<file path="src/rtl/lcd_init_if.sv">
// Bus between the HD44780 init sequencer and the display side: the reinit request,
// the LCD pins, init_done/cmd_idx, and a debug view of the sequencer state.
interface lcd_init_if;
  logic       reinit;
  logic       lcd_rs;
  logic       lcd_rw;
  logic       lcd_en;
  logic [7:0] lcd_data;
  logic       init_done;
  logic [2:0] cmd_idx;
  logic [2:0] dbg_state;

  // reinit is a one-cycle request with no ready: it is acted on only while
  // init_done is high, and is silently dropped in every other state.
  modport master (
    input  reinit,
    output lcd_rs, lcd_rw, lcd_en, lcd_data, init_done, cmd_idx, dbg_state
  );

  modport slave (
    output reinit,
    input  lcd_rs, lcd_rw, lcd_en, lcd_data, init_done, cmd_idx, dbg_state
  );
endinterface

</file>
<file path="src/rtl/lcd_init.sv">
// HD44780 8-bit power-on initialisation sequencer (8 commands, timed enable strobes).
// Define LCD_INIT_CURSOR_EN to turn the cursor and blink on in the final display-on command.
module lcd_init #(
  parameter int T_POWERUP = 750000,
  parameter int T_EN      = 20,
  parameter int T_CMD     = 2500,
  parameter int T_FS1     = 205000,
  parameter int T_CLEAR   = 100000
) (
  input  logic       clk,
  input  logic       rst,
  lcd_init_if.master bus
);

  localparam int M1    = (T_POWERUP > T_EN) ? T_POWERUP : T_EN;
  localparam int M2    = (M1 > T_CMD) ? M1 : T_CMD;
  localparam int M3    = (M2 > T_FS1) ? M2 : T_FS1;
  localparam int T_MAX = (M3 > T_CLEAR) ? M3 : T_CLEAR;
  localparam int CNT_W = $clog2(T_MAX + 1);

`ifdef LCD_INIT_CURSOR_EN
  localparam logic [7:0] DISP_ON = 8'h0F;
`else
  localparam logic [7:0] DISP_ON = 8'h0C;
`endif

  typedef enum logic [2:0] {
    S_POWERUP = 3'd0,
    S_SETUP   = 3'd1,
    S_PULSE   = 3'd2,
    S_WAIT    = 3'd3,
    S_DONE    = 3'd4
  } state_e;

  state_e             state_q, state_d;
  logic [2:0]         idx_q, idx_d;
  logic [CNT_W-1:0]   cnt_q, cnt_d;
  logic [CNT_W-1:0]   limit;
  logic               last;
  logic [7:0]         cmd_byte;

  always_ff @(posedge clk or posedge rst) begin
    if (rst) begin
      state_q <= S_POWERUP;
      idx_q   <= 3'd0;
      cnt_q   <= '0;
    end else begin
      state_q <= state_d;
      idx_q   <= idx_d;
      cnt_q   <= cnt_d;
    end
  end

  always_comb begin
    cmd_byte = 8'h38;
    case (idx_q)
      3'd4:    cmd_byte = 8'h08;
      3'd5:    cmd_byte = 8'h01;
      3'd6:    cmd_byte = 8'h06;
      3'd7:    cmd_byte = DISP_ON;
      default: cmd_byte = 8'h38;
    endcase
  end

  // The first function-set and the clear need the long settle times.
  always_comb begin
    limit = CNT_W'(1);
    case (state_q)
      S_POWERUP: limit = CNT_W'(T_POWERUP);
      S_PULSE:   limit = CNT_W'(T_EN);
      S_WAIT: begin
        if (idx_q == 3'd0)      limit = CNT_W'(T_FS1);
        else if (idx_q == 3'd5) limit = CNT_W'(T_CLEAR);
        else                    limit = CNT_W'(T_CMD);
      end
      default:   limit = CNT_W'(1);
    endcase
    last = (cnt_q == limit - CNT_W'(1));
  end

  // The counter only runs in timed states and returns to zero on every exit.
  always_comb begin
    state_d = state_q;
    idx_d   = idx_q;
    cnt_d   = '0;
    case (state_q)
      S_POWERUP: begin
        if (last) begin
          state_d = S_SETUP;
          idx_d   = 3'd0;
        end else begin
          cnt_d = cnt_q + CNT_W'(1);
        end
      end
      S_SETUP: state_d = S_PULSE;
      S_PULSE: begin
        if (last) state_d = S_WAIT;
        else      cnt_d   = cnt_q + CNT_W'(1);
      end
      S_WAIT: begin
        if (last) begin
          if (idx_q == 3'd7) begin
            state_d = S_DONE;
          end else begin
            state_d = S_SETUP;
            idx_d   = idx_q + 3'd1;
          end
        end else begin
          cnt_d = cnt_q + CNT_W'(1);
        end
      end
      S_DONE: begin
        if (bus.reinit) begin
          state_d = S_SETUP;
          idx_d   = 3'd0;
        end
      end
      default: state_d = S_POWERUP;
    endcase
  end

  // Outputs decode straight from the state register so reset clears them at once.
  assign bus.lcd_rs    = 1'b0;
  assign bus.lcd_rw    = 1'b0;
  assign bus.lcd_en    = (state_q == S_PULSE);
  assign bus.lcd_data  = (state_q == S_SETUP || state_q == S_PULSE || state_q == S_WAIT)
                         ? cmd_byte : 8'h00;
  assign bus.init_done = (state_q == S_DONE);
  assign bus.cmd_idx   = idx_q;
  assign bus.dbg_state = state_q;

endmodule

</file>
<file path="src/flat_wrapper.sv">
// flat-port wrapper written by rule: the top's interface ports become plain ports
module lcd_init_flat 
#(
  parameter int T_POWERUP = 750000,
  parameter int T_EN      = 20,
  parameter int T_CMD     = 2500,
  parameter int T_FS1     = 205000,
  parameter int T_CLEAR   = 100000
)
  (clk, rst, bus_reinit, bus_lcd_rs, bus_lcd_rw, bus_lcd_en, bus_lcd_data, bus_init_done, bus_cmd_idx, bus_dbg_state);
  lcd_init_if bus_i ();
  input  logic clk;
  input  logic rst;
  input wire logic [$bits(bus_i.reinit)-1:0] bus_reinit;
  output wire logic [$bits(bus_i.lcd_rs)-1:0] bus_lcd_rs;
  output wire logic [$bits(bus_i.lcd_rw)-1:0] bus_lcd_rw;
  output wire logic [$bits(bus_i.lcd_en)-1:0] bus_lcd_en;
  output wire logic [$bits(bus_i.lcd_data)-1:0] bus_lcd_data;
  output wire logic [$bits(bus_i.init_done)-1:0] bus_init_done;
  output wire logic [$bits(bus_i.cmd_idx)-1:0] bus_cmd_idx;
  output wire logic [$bits(bus_i.dbg_state)-1:0] bus_dbg_state;
  assign bus_i.reinit = bus_reinit;
  assign bus_lcd_rs = bus_i.lcd_rs;
  assign bus_lcd_rw = bus_i.lcd_rw;
  assign bus_lcd_en = bus_i.lcd_en;
  assign bus_lcd_data = bus_i.lcd_data;
  assign bus_init_done = bus_i.init_done;
  assign bus_cmd_idx = bus_i.cmd_idx;
  assign bus_dbg_state = bus_i.dbg_state;
  lcd_init #(.T_POWERUP(T_POWERUP), .T_EN(T_EN), .T_CMD(T_CMD), .T_FS1(T_FS1), .T_CLEAR(T_CLEAR)) u_core (.clk(clk), .rst(rst), .bus(bus_i));
endmodule
</file>
<file path="config.mk">
export PLATFORM = sky130hd
export DESIGN_NAME = lcd_init_flat
export DESIGN_NICKNAME = d
export VERILOG_FILES = /design/src/rtl/lcd_init_if.sv /design/src/rtl/lcd_init.sv /design/src/flat_wrapper.sv
export SDC_FILE = /design/constraint.sdc
export NUM_CORES = 1
export LEC_CHECK = 0
export BUFFER_PORTS_ARGS = -buffer_cell sky130_fd_sc_hd__buf_2
export CORE_ASPECT_RATIO = 1.1
export CORE_MARGIN = 1
export CORE_UTILIZATION = 30
export CTS_CLUSTER_DIAMETER = 150
export CTS_CLUSTER_SIZE = 16
export DETAILED_ROUTE_END_ITERATION = 6
export GPL_TIMING_DRIVEN = 0
export SYNTH_ARGS = -nofsm -noshare
export SYNTH_HDL_FRONTEND = slang
export SYNTH_SLANG_ARGS = --single-unit
</file>
<file path="constraint.sdc">
create_clock -name clk -period 6.5 [get_ports clk]
set_input_delay 0.65 -clock clk [delete_from_list [all_inputs] [get_ports clk]]
set_output_delay 0.65 -clock clk [all_outputs]
set_load 0.05 [all_outputs]
</file>
==> out/summary.txt, run 1 <==
Crit Path Class: register to primary output
Postcts setup bufs: 0
Most used DFF post-synth: dfrtp_1
Hold Path Sink: u_core.cnt_q[19]
Synth top area cells: dfrtp_1 (35%), nor2_1 (7.6%), xor2_1 (4.2%)
CTS buffer count: 3
CP Data Required Time: 5.85 ns
DRT antenna net count: 0
Status: finished, final reports clean
Clk buf depth: 2
Mapped cell area: 0.00187 sq mm
Crit path time final: 2.75 ns
IO buf count: 16
Avg Synthesized Cell Area: 8.48 sq um
Post-Synth Simple-Gate Area: 0.296
Most frequent cell after synthesis: nor2_1
Post_cts resized: 0
Max-slew violations: 0
Post-synthesis mux area share: 0.0320
HP Start: u_core.cnt_q[19]
TritonCTS clock tree: done
Leak: 0.986 nW
Hold Path Stages: 2
Syn Inst Count: 221
Via Count: 1640
WL final: 4.29 mm
Largest family of logic cells by synthesized area: simple AND/OR/NAND/NOR gates
Share of flip-flops with an asynchronous set or reset: 1.00
Routed wire per std cell: 13.3 um
Flop-to-flop setup slack: 3.97 ns
Synth Area in Compound Gates: 0.135
DR iter-0 viols: 70
Cts hold-fix bufs: 0
Total power: 0.283 mW
RSZ-0062 raised after global routing: false
DIE HEIGHT: 84.9 um
Global Route Usage Sum: 0.140
Via density: 5.11
Synthesis-stage register bit count: 26
Fmax: 364 MHz
Worst IR drop on VDD: 79.1 uV
Antenna cells: 0
Starting Density: 0.317
Cell Rows: 29
Adder-cell share of the synthesized area: 0.0401
Final nets: 254
Core area: 0.00591 sq mm
Die X: 77.4 um
Power per cell area: 134 mW/mm^2
Crit end category: primary output
Max Cap Viol: 0
Router iterations before antenna repair: 4
Layout Cells excl Fill: 321
Post-synth top cells: nor2_1 (38), dfrtp_1 (26), nand2_1 (20)
Drt drc: 0
Area share of the largest cell type after synthesis: 0.347
Peak fanout along the critical path: 5
Synth cell types: 50
Worst r2r src: u_core.bus.cmd_idx[0]
Yosys warns: 0
Largest net degree at the start of global routing: 27
Seq/Total Area, Yosys: 0.347
Initial antenna violation count: 0
Final Setup Violations: 0
Xor and xnor area share after synthesis: 0.0794
Die ar.: 0.00657 sq mm
Cells on worst reg2reg path: 10
Clock Latency Late Sink: 0.28 ns
Slew HR: 0.308
Worst setup SP type: register
Skew final: 0.00215 ns
Fin Setup TNS: 0 ns
H-tree levels: 1
Final period util: 0.422
Critical path arrival: 2.10 ns
Tightest Pin Transition: 1.04 ns
Root Buffer: clkbuf_8
Boundary Pins: 21
Placed insts: 317
Global-route wire length before repair: 7.33 mm
HPWL Detailed: 3.11 mm
Hold Path Class: register to register
Post-synth EDFFs: 0
Final Hold Fails: 0
Area leader, netlist: dfrtp_1
Area Growth Syn to Fin: 13.0%
Vias in the first global route: 1577
Layout cells sized above 1: 0.164
Fin Hold WS: 0.581 ns
Clock slew at reported path FFs: 0.09 ns
Total clock sinks: 26
Final GP Congestion: 0.772
GR Overflow Total: 0
Worst r2r dst: u_core.cnt_q[10]
cell families (layout without fill, tap and decap cells):
kind of cell	Yosys count	count (layout)
AOI/OAI and AO/OA	35	35
xor gates and xnor gates	17	17
adders and majority gates	6	6
buffers and inverters	22	42
DFF	26	26
muxes	6	6
other	1	4
and+or+nand+nor	108	108
through the flow:
step | utilization | worst slack (ns) | area, sq um
4_1_cts | 0.358 | 3.74 | 2120
3_3_place_gp | 0.349 | 3.99 | 2060
2_1_floorplan | - | 2.87 | 1890
3_5_place_dp | 0.349 | 3.98 | 2060
5_1_grt | 0.358 | 3.63 | 2120
6_report | 0.358 | 3.75 | 2120
how the worst max path moves through the flow:
stage | slack, ns | depth (start not counted) | endpoint | start
2_1_floorplan | 2.87 | 6 | bus_lcd_data[5] | u_core.bus.cmd_idx[0]
3_3_place_gp | 3.99 | 10 | u_core.cnt_q[15] | u_core.bus.cmd_idx[0]
3_5_place_dp | 3.98 | 10 | u_core.cnt_q[10] | u_core.bus.cmd_idx[0]
4_1_cts | 3.74 | 7 | bus_lcd_data[5] | u_core.bus.cmd_idx[0]
5_1_grt | 3.63 | 6 | bus_lcd_data[5] | u_core.bus.dbg_state[0]
6_report | 3.75 | 7 | bus_lcd_data[5] | u_core.bus.cmd_idx[0]
metal layers:
metal / part of all wire / GRT usage
met5: 0 / 0
met4: 0.021 / 0.0566
met3: 0.035 / 0.0204
met2: 0.46 / 0.230
met1: 0.49 / 0.185
critical path, cell delays in order (launching register included):
cell	delay (ns)
dfrtp_1	0.44
inv_1	0.10
ha_1	0.23
or2_2	0.31
o21a_1	0.17
nor3_1	0.18
buf_4	0.14
buf_2	0.24
power by group:
part | leakage (nW) | switching [mW] | internal (mW)
clock network | 0.0288 | 0.0559 | 0.0544
registers | 0.338 | 0 | 0.162
logic | 0.619 | 0.00882 | 0.00212
total | 0.986 | 0.0647 | 0.218
sequential cells by signal (all words and copies together), names as in the netlist:
register	cells
u_core.bus.cmd_idx	3
u_core.cnt_q	20
u_core.bus.dbg_state	3
placed cells by master (no fill, tap or decap), drive strengths merged, types with 3 or more instances in the layout:
cell,count
nand2,20
dfrtp,26
mux2i,6
and3,5
xnor2,8
ha,6
nand2b,3
o21ai,9
nor3,7
inv,7
buf,29
clkbuf,6
nand4,4
nand3,11
conb,4
a21oi,4
a21o,3
nor2,38
xor2,9
a21boi,3
cell type report:
class                      count  area, sq um
inverter                       7         26.3
clock buffer                   4         55.1
tap                           77         96.3
buffer                        15          103
timing repair buffer          16         80.1
sequential                    26          651
multi-input combinational    176         1110
fill                         614         3800
No activity file was read; power rests on OpenSTA's default activity.
==> inputs of run 2 (changes only) <==
Clock period 6.5 ns to 2.2 ns, I/O delays scaled along.
==> out/summary.txt, run 2 (same netlist as run 1, synthesis figures left out) <==
Leak: 1.12 nW (was 0.986 nW)
Crit path time final: 2.25 ns
Clk pwr share: 0.385 (was 0.390)
Total clock sinks: 26 (unchanged)
Slew HR: 0.302 (was 0.308)
Crit path cell chain: ha_4 -> and3_4 -> a22o_1 -> a211oi_2 -> nand3_1 -> and4bb_4 -> nand2b_4 -> clkbuf_16 -> nor2_2 (was inv_1 -> ha_1 -> or2_2 -> o21a_1 -> nor3_1 -> buf_4 -> buf_2)
Sw frac: 0.223 (was 0.229)
Comb power frac: 0.039 (about the same)
Worst setup SP type: register (unchanged)
Post-DP Area: 0.00209 sq mm (was 0.00206 sq mm)
Crit end category: register (was primary output)
Power per cell area: 332 mW/mm^2 (was 134 mW/mm^2)
Initial antenna violation count: 0 (unchanged)
CP Data Required Time: 2.37 ns (was 5.85 ns)
Max Cap Viol: 0 (unchanged)
Global Route Usage Sum: 0.146 (was 0.140)
Drt drc: 0 (unchanged)
Final period util: 1.02
Reg power frac: 0.576 (was 0.571)
Crit path max-delay cell type: dfrtp_2 (was dfrtp_1)
Largest net degree at the start of global routing: 27 (unchanged)
Antenna cells: 0 (unchanged)
Via density: 5.05 (was 5.11)
Area Growth Syn to Fin: 33.0% (was 13.0%)
Final nets: 270 (was 254)
Failing checks: setup timing
Fin Setup TNS: -0.458 ns (was 0 ns)
Final GP Congestion: 0.797 (was 0.772)
Vias in the first global route: 1590 (was 1577)
DP Worst Slack: -0.248 ns (was 3.98 ns)
DRT antenna net count: 0 (unchanged)
Fill count: 592 (was 614)
Crit Path Class: register to register (was register to primary output)
Critical path arrival: 2.42 ns (was 2.10 ns)
Fmax: 445 MHz
DR iter-0 viols: 117 (was 70)
H-tree levels: 1 (unchanged)
Top reg by flops: u_core.cnt_q (unchanged)
PnR worst setup slack: -0.0471 ns (was 3.75 ns)
P_sw: 0.184 mW (was 0.0647 mW)
CP delay by family, top: simple AND/OR/NAND/NOR gates (unchanged)
Max reg flops: 20 (unchanged)
Final Hold Fails: 0 (unchanged)
Clk buf depth: 2 (unchanged)
Boundary Pins: 21 (unchanged)
HPWL Detailed: 3.18 mm (was 3.11 mm)
Router iterations before antenna repair: 4 (unchanged)
Root Buffer: clkbuf_8 (unchanged)
Routed wire per std cell: 14.1 um (was 13.3 um)
Internal Power: 0.644 mW (was 0.218 mW)
Die ar.: 0.00657 sq mm (unchanged)
Via Count: 1702 (was 1640)
Skew final: 0.00386 ns (was 0.00215 ns)
Clock slew at reported path FFs: 0.09 ns (about the same)
Final Setup Violations: 18 (was 0)
Peak fanout along the critical path: 5 (unchanged)
RSZ-0062 raised after global routing: true (was false)
Commonest non-fill, non-tap cell in the layout: nor2_1 (unchanged)
Max stage delay on crit path: 0.46 ns (was 0.44 ns)
Finished Cell Area: 0.00249 sq mm (was 0.00212 sq mm)
Starting Density: 0.317 (unchanged)
Core area: 0.00591 sq mm (unchanged)
Worst IR drop on VDD: 208 uV (was 79.1 uV)
Layout cells sized above 1: 0.362 (was 0.164)
Post-Route Utilization: 0.422 (was 0.358)
Worst Path Buf+Inv: 1 (was 3)
Cell Rows: 29 (unchanged)
Global-route wire length before repair: 7.61 mm (was 7.33 mm)
Tightest Pin Transition: 1.05 ns (was 1.04 ns)
WL final: 4.74 mm (was 4.29 mm)
IO buf count: 16 (unchanged)
CTS buffer count: 3 (unchanged)
Die X: 77.4 um (unchanged)
TritonCTS clock tree: done (unchanged)
Most frequent cells in the layout: nor2_1 (24), buf_4 (21), dfrtp_1 (20) (was nor2_1 (38), dfrtp_1 (26), buf_2 (20), nand2_1 (20), nand3_1 (11))
Max-slew violations: 0 (unchanged)
DIE HEIGHT: 84.9 um (unchanged)
Clock Latency Late Sink: 0.28 ns (about the same)
Cts hold-fix bufs: 0 (unchanged)
Status: finished, violations left (was finished, final reports clean)
Hold Path Class: primary input to asynchronous set/reset pin (was register to register)
GR Overflow Total: 0 (unchanged)
-- run 2: cell count changes in the layout (fill, tap and decap cells not counted), sizes merged --
cell    previous run  this run
clkbuf             6         8
buf               29        43
-- run 2: stage by stage --
stage	instances	hold WS, ns	power [mW]
final	337	0.187	0.828
after global routing	337	0.197	0.858
after global placement	317	0.485	0.520
after CTS	330	0.191	0.840
after detailed placement	317	0.486	0.520
after floorplan	224	0.260	0.514
-- run 2: worst paths after layout --
check,startpoint,end,slack (ns),depth (start not counted)
worst max-delay path,u_core.bus.cmd_idx[0],u_core.cnt_q[18],-0.05,9
worst min-delay path,rst,u_core.cnt_q[14],0.19,2
worst max register to register,u_core.bus.cmd_idx[0],u_core.cnt_q[18],-0.05,9
worst min register to register,u_core.cnt_q[0],u_core.cnt_q[0],0.57,1
max in group asynchronous,rst,u_core.bus.dbg_state[2],1.31,2
min in group clk,bus_reinit,u_core.bus.dbg_state[0],0.20,2
-- run 2: area by class of cell --
type / instances / area [sq um] / share of cell area
Timing Repair Buffer: 34 / 263 / 0.105
Sequential cell: 26 / 658 / 0.264
Inverter: 7 / 28.8 / 0.0115
Buffer: 13 / 128 / 0.0512
Clock buffer: 4 / 55.1 / 0.0221
Multi-Input combinational cell: 176 / 1260 / 0.507
Tap cell: 77 / 96.3 / 0.0386
-- run 2: worst reg2reg max path: stages (launching register included) --
cell       delay [ns]
dfrtp_2          0.46
ha_4             0.20
and3_4           0.15
a22o_1           0.18
a211oi_2         0.28
nand3_1          0.10
and4bb_4         0.36
nand2b_4         0.20
clkbuf_16        0.17
nor2_2           0.04
-- run 2: routing by layer --
layer,share of wire,global-route usage,up-vias
li1,-,-,835
met1,0.47,0.185,820
met2,0.48,0.251,40
met3,0.029,0.0226,7
met4,0.016,0.0549,0
met5,0,0,-
-- run 2: timing repair --
action                                  in CTS  in global routing
buffers inserted                            10                  8
endpoints found under the setup margin      31                 26
pin swaps                                    4                 14
resized for setup                           20                 32
cloned                                       0                  2
-- run 2: power groups by stage --
stage | combinational (mW) | clock (mW) | sequential [mW]
finish | 0.0324 | 0.319 | 0.477
global route | 0.0359 | 0.345 | 0.478
CTS | 0.0331 | 0.330 | 0.477
detailed placement | 0.0331 | 0 | 0.487
global placement | 0.0330 | 0 | 0.487
floorplan | 0.0275 | 0 | 0.487
==> inputs of run 3 (changes only) <==
Settings changed: CORE_MARGIN 1 to 2.
==> out/summary.txt, run 3 (same netlist as run 1, synthesis figures left out) <==
Status: finished, violations left (unchanged)
Failing checks: setup timing (unchanged)
Boundary Pins: 21 (unchanged)
Die ar.: 0.00690 sq mm (was 0.00657 sq mm)
Leak: 1.06 nW (was 1.12 nW)
Antenna cells: 0 (unchanged)
Fin Setup TNS: -0.413 ns (was -0.458 ns)
Router iterations before antenna repair: 6 (was 4)
Clk buf depth: 2 (unchanged)
Hold Path Class: primary input to asynchronous set/reset pin (unchanged)
Area of the multi-input gates: 0.00126 sq mm (unchanged)
Initial antenna violation count: 0 (unchanged)
Worst IR drop on VDD: 254 uV (was 208 uV)
Crit end category: register (unchanged)
GR Overflow Total: 0 (unchanged)
Critical path arrival: 2.40 ns (was 2.42 ns)
DRT antenna net count: 0 (unchanged)
TritonCTS clock tree: done (unchanged)
Core area: 0.00612 sq mm (was 0.00591 sq mm)
Worst r2r src: u_core.bus.cmd_idx[0] (unchanged)
Tightest Pin Transition: 1.03 ns (was 1.05 ns)
Fmax: 447 MHz (was 445 MHz)
Top reg by flops: u_core.cnt_q (unchanged)
Finished Cell Area: 0.00240 sq mm (was 0.00249 sq mm)
Peak fanout along the critical path: 5 (unchanged)
Area Growth Syn to Fin: 28.0% (was 33.0%)
Drt drc: 0 (unchanged)
IO buf count: 16 (unchanged)
Max reg flops: 20 (unchanged)
Slew HR: 0.315 (was 0.302)
Worst r2r dst: u_core.bus.dbg_state[2] (was u_core.cnt_q[18])
Largest net degree at the start of global routing: 27 (unchanged)
Cells on worst reg2reg path: 9 (unchanged)
RSZ-0062 raised after global routing: true (unchanged)
Cell Rows: 30 (was 29)
Flop-to-flop setup slack: -0.04 ns (was -0.05 ns)
Fill count: 614 (was 592)
Final period util: 1.02 (about the same)
Crit Path Class: register to register (unchanged)
Max-slew violations: 0 (unchanged)
DP Worst Slack: -0.226 ns (was -0.248 ns)
Via Count: 1637 (was 1702)
Post-DP Area: 0.00209 sq mm (about the same)
Final Setup Violations: 20 (was 18)
Vias in the first global route: 1557 (was 1590)
H-tree levels: 1 (unchanged)
Root Buffer: clkbuf_8 (unchanged)
Clock Latency Late Sink: 0.27 ns (was 0.28 ns)
Total clock sinks: 26 (unchanged)
CTS buffer count: 3 (unchanged)
Final Hold Fails: 0 (unchanged)
DR iter-0 viols: 77 (was 117)
Crit path to: u_core.bus.dbg_state[2] (was u_core.cnt_q[18])
CP Data Required Time: 2.37 ns (about the same)
Commonest non-fill, non-tap cell in the layout: nor2_1 (unchanged)
PnR worst setup slack: -0.0374 ns (was -0.0471 ns)
Final nets: 260 (was 270)
Max Cap Viol: 0 (unchanged)
Die X: 79.4 um (was 77.4 um)
HPWL Detailed: 3.15 mm (was 3.18 mm)
Global Route Usage Sum: 0.135 (was 0.146)
Total power: 0.790 mW (was 0.828 mW)
WL final: 4.57 mm (was 4.74 mm)
Via density: 4.96 (was 5.05)
Clock slew at reported path FFs: 0.10 ns (was 0.09 ns)
Post-Route Utilization: 0.392 (was 0.422)
Worst setup path start: u_core.bus.cmd_idx[0] (unchanged)
Skew final: 0.0115 ns (was 0.00386 ns)
Placed insts: 320 (was 317)
Worst setup SP type: register (unchanged)
Global-route wire length before repair: 7.34 mm (was 7.61 mm)
Final GP Congestion: 0.826 (was 0.797)
Power per cell area: 330 mW/mm^2 (was 332 mW/mm^2)
Routed wire per std cell: 13.9 um (was 14.1 um)
Most frequent cells in the layout: nor2_1 (27), dfrtp_1 (20), nand2_1 (19) (was nor2_1 (24), buf_4 (21), dfrtp_1 (20))
Layout Cells excl Fill: 330 (was 337)
Layout cells sized above 1: 0.324 (was 0.362)
Starting Density: 0.306 (was 0.317)
Fin Hold WS: 0.180 ns (was 0.187 ns)
Crit path time final: 2.24 ns (was 2.25 ns)
DIE HEIGHT: 86.9 um (was 84.9 um)
Sequential cell area: 658 sq um (unchanged)
run 3: cell types whose count changed in the layout (fill, tap and decap cells not counted), sizes merged:
| cell | before | now |
|---|---|---|
| buf | 43 | 33 |
run 3: area by class of cell:
class	count	area share
plain buffers	12	0.0443
multi-input cells	176	0.527
flip-flops and latches	26	0.274
inverters	7	0.0120
clock buffers	4	0.0188
repair buffers	25	0.0814
well taps	80	0.0417
run 3: repair_timing:
action	in CTS	in global routing
gates resized for setup	15	28
gates cloned	0	2
pin swaps	2	14
hold buffers	0	0
hold endpoints to repair	0	0
setup endpoints to repair	31	27
buffers inserted	2	5
run 3: routing by layer:
layer	vias up	track usage	part of all wire
li1	817	-	-
met1	791	0.177	0.47
met2	23	0.230	0.50
met3	6	0.0228	0.022
met4	0	0.0408	0.012
met5	-	0	0
run 3: worst min path at each step:
stage | start | to | slack (ns) | cells past startpoint
detailed placement | bus_reinit | u_core.bus.dbg_state[0] | 0.49 | 2
finish | rst | u_core.cnt_q[15] | 0.18 | 2
floorplan | rst | u_core.cnt_q[0] | 0.26 | 1
global route | bus_reinit | u_core.bus.dbg_state[0] | 0.21 | 2
CTS | bus_reinit | u_core.bus.dbg_state[0] | 0.19 | 2
global placement | bus_reinit | u_core.bus.dbg_state[0] | 0.48 | 2
run 3: where the power goes:
group | internal, mW | switching [mW]
Clock | 0.130 | 0.151
Sequential | 0.477 | 0
Combinational | 0.00626 | 0.0259
Total | 0.613 | 0.177
run 3: worst max-delay path: stages (launching register included):
cell	delay, ns
dfrtp_2	0.46
ha_4	0.20
and3_4	0.15
a21o_1	0.18
a32o_2	0.27
o2111a_1	0.17
and4bb_4	0.23
nand2b_4	0.19
buf_8	0.15
and2_4	0.12
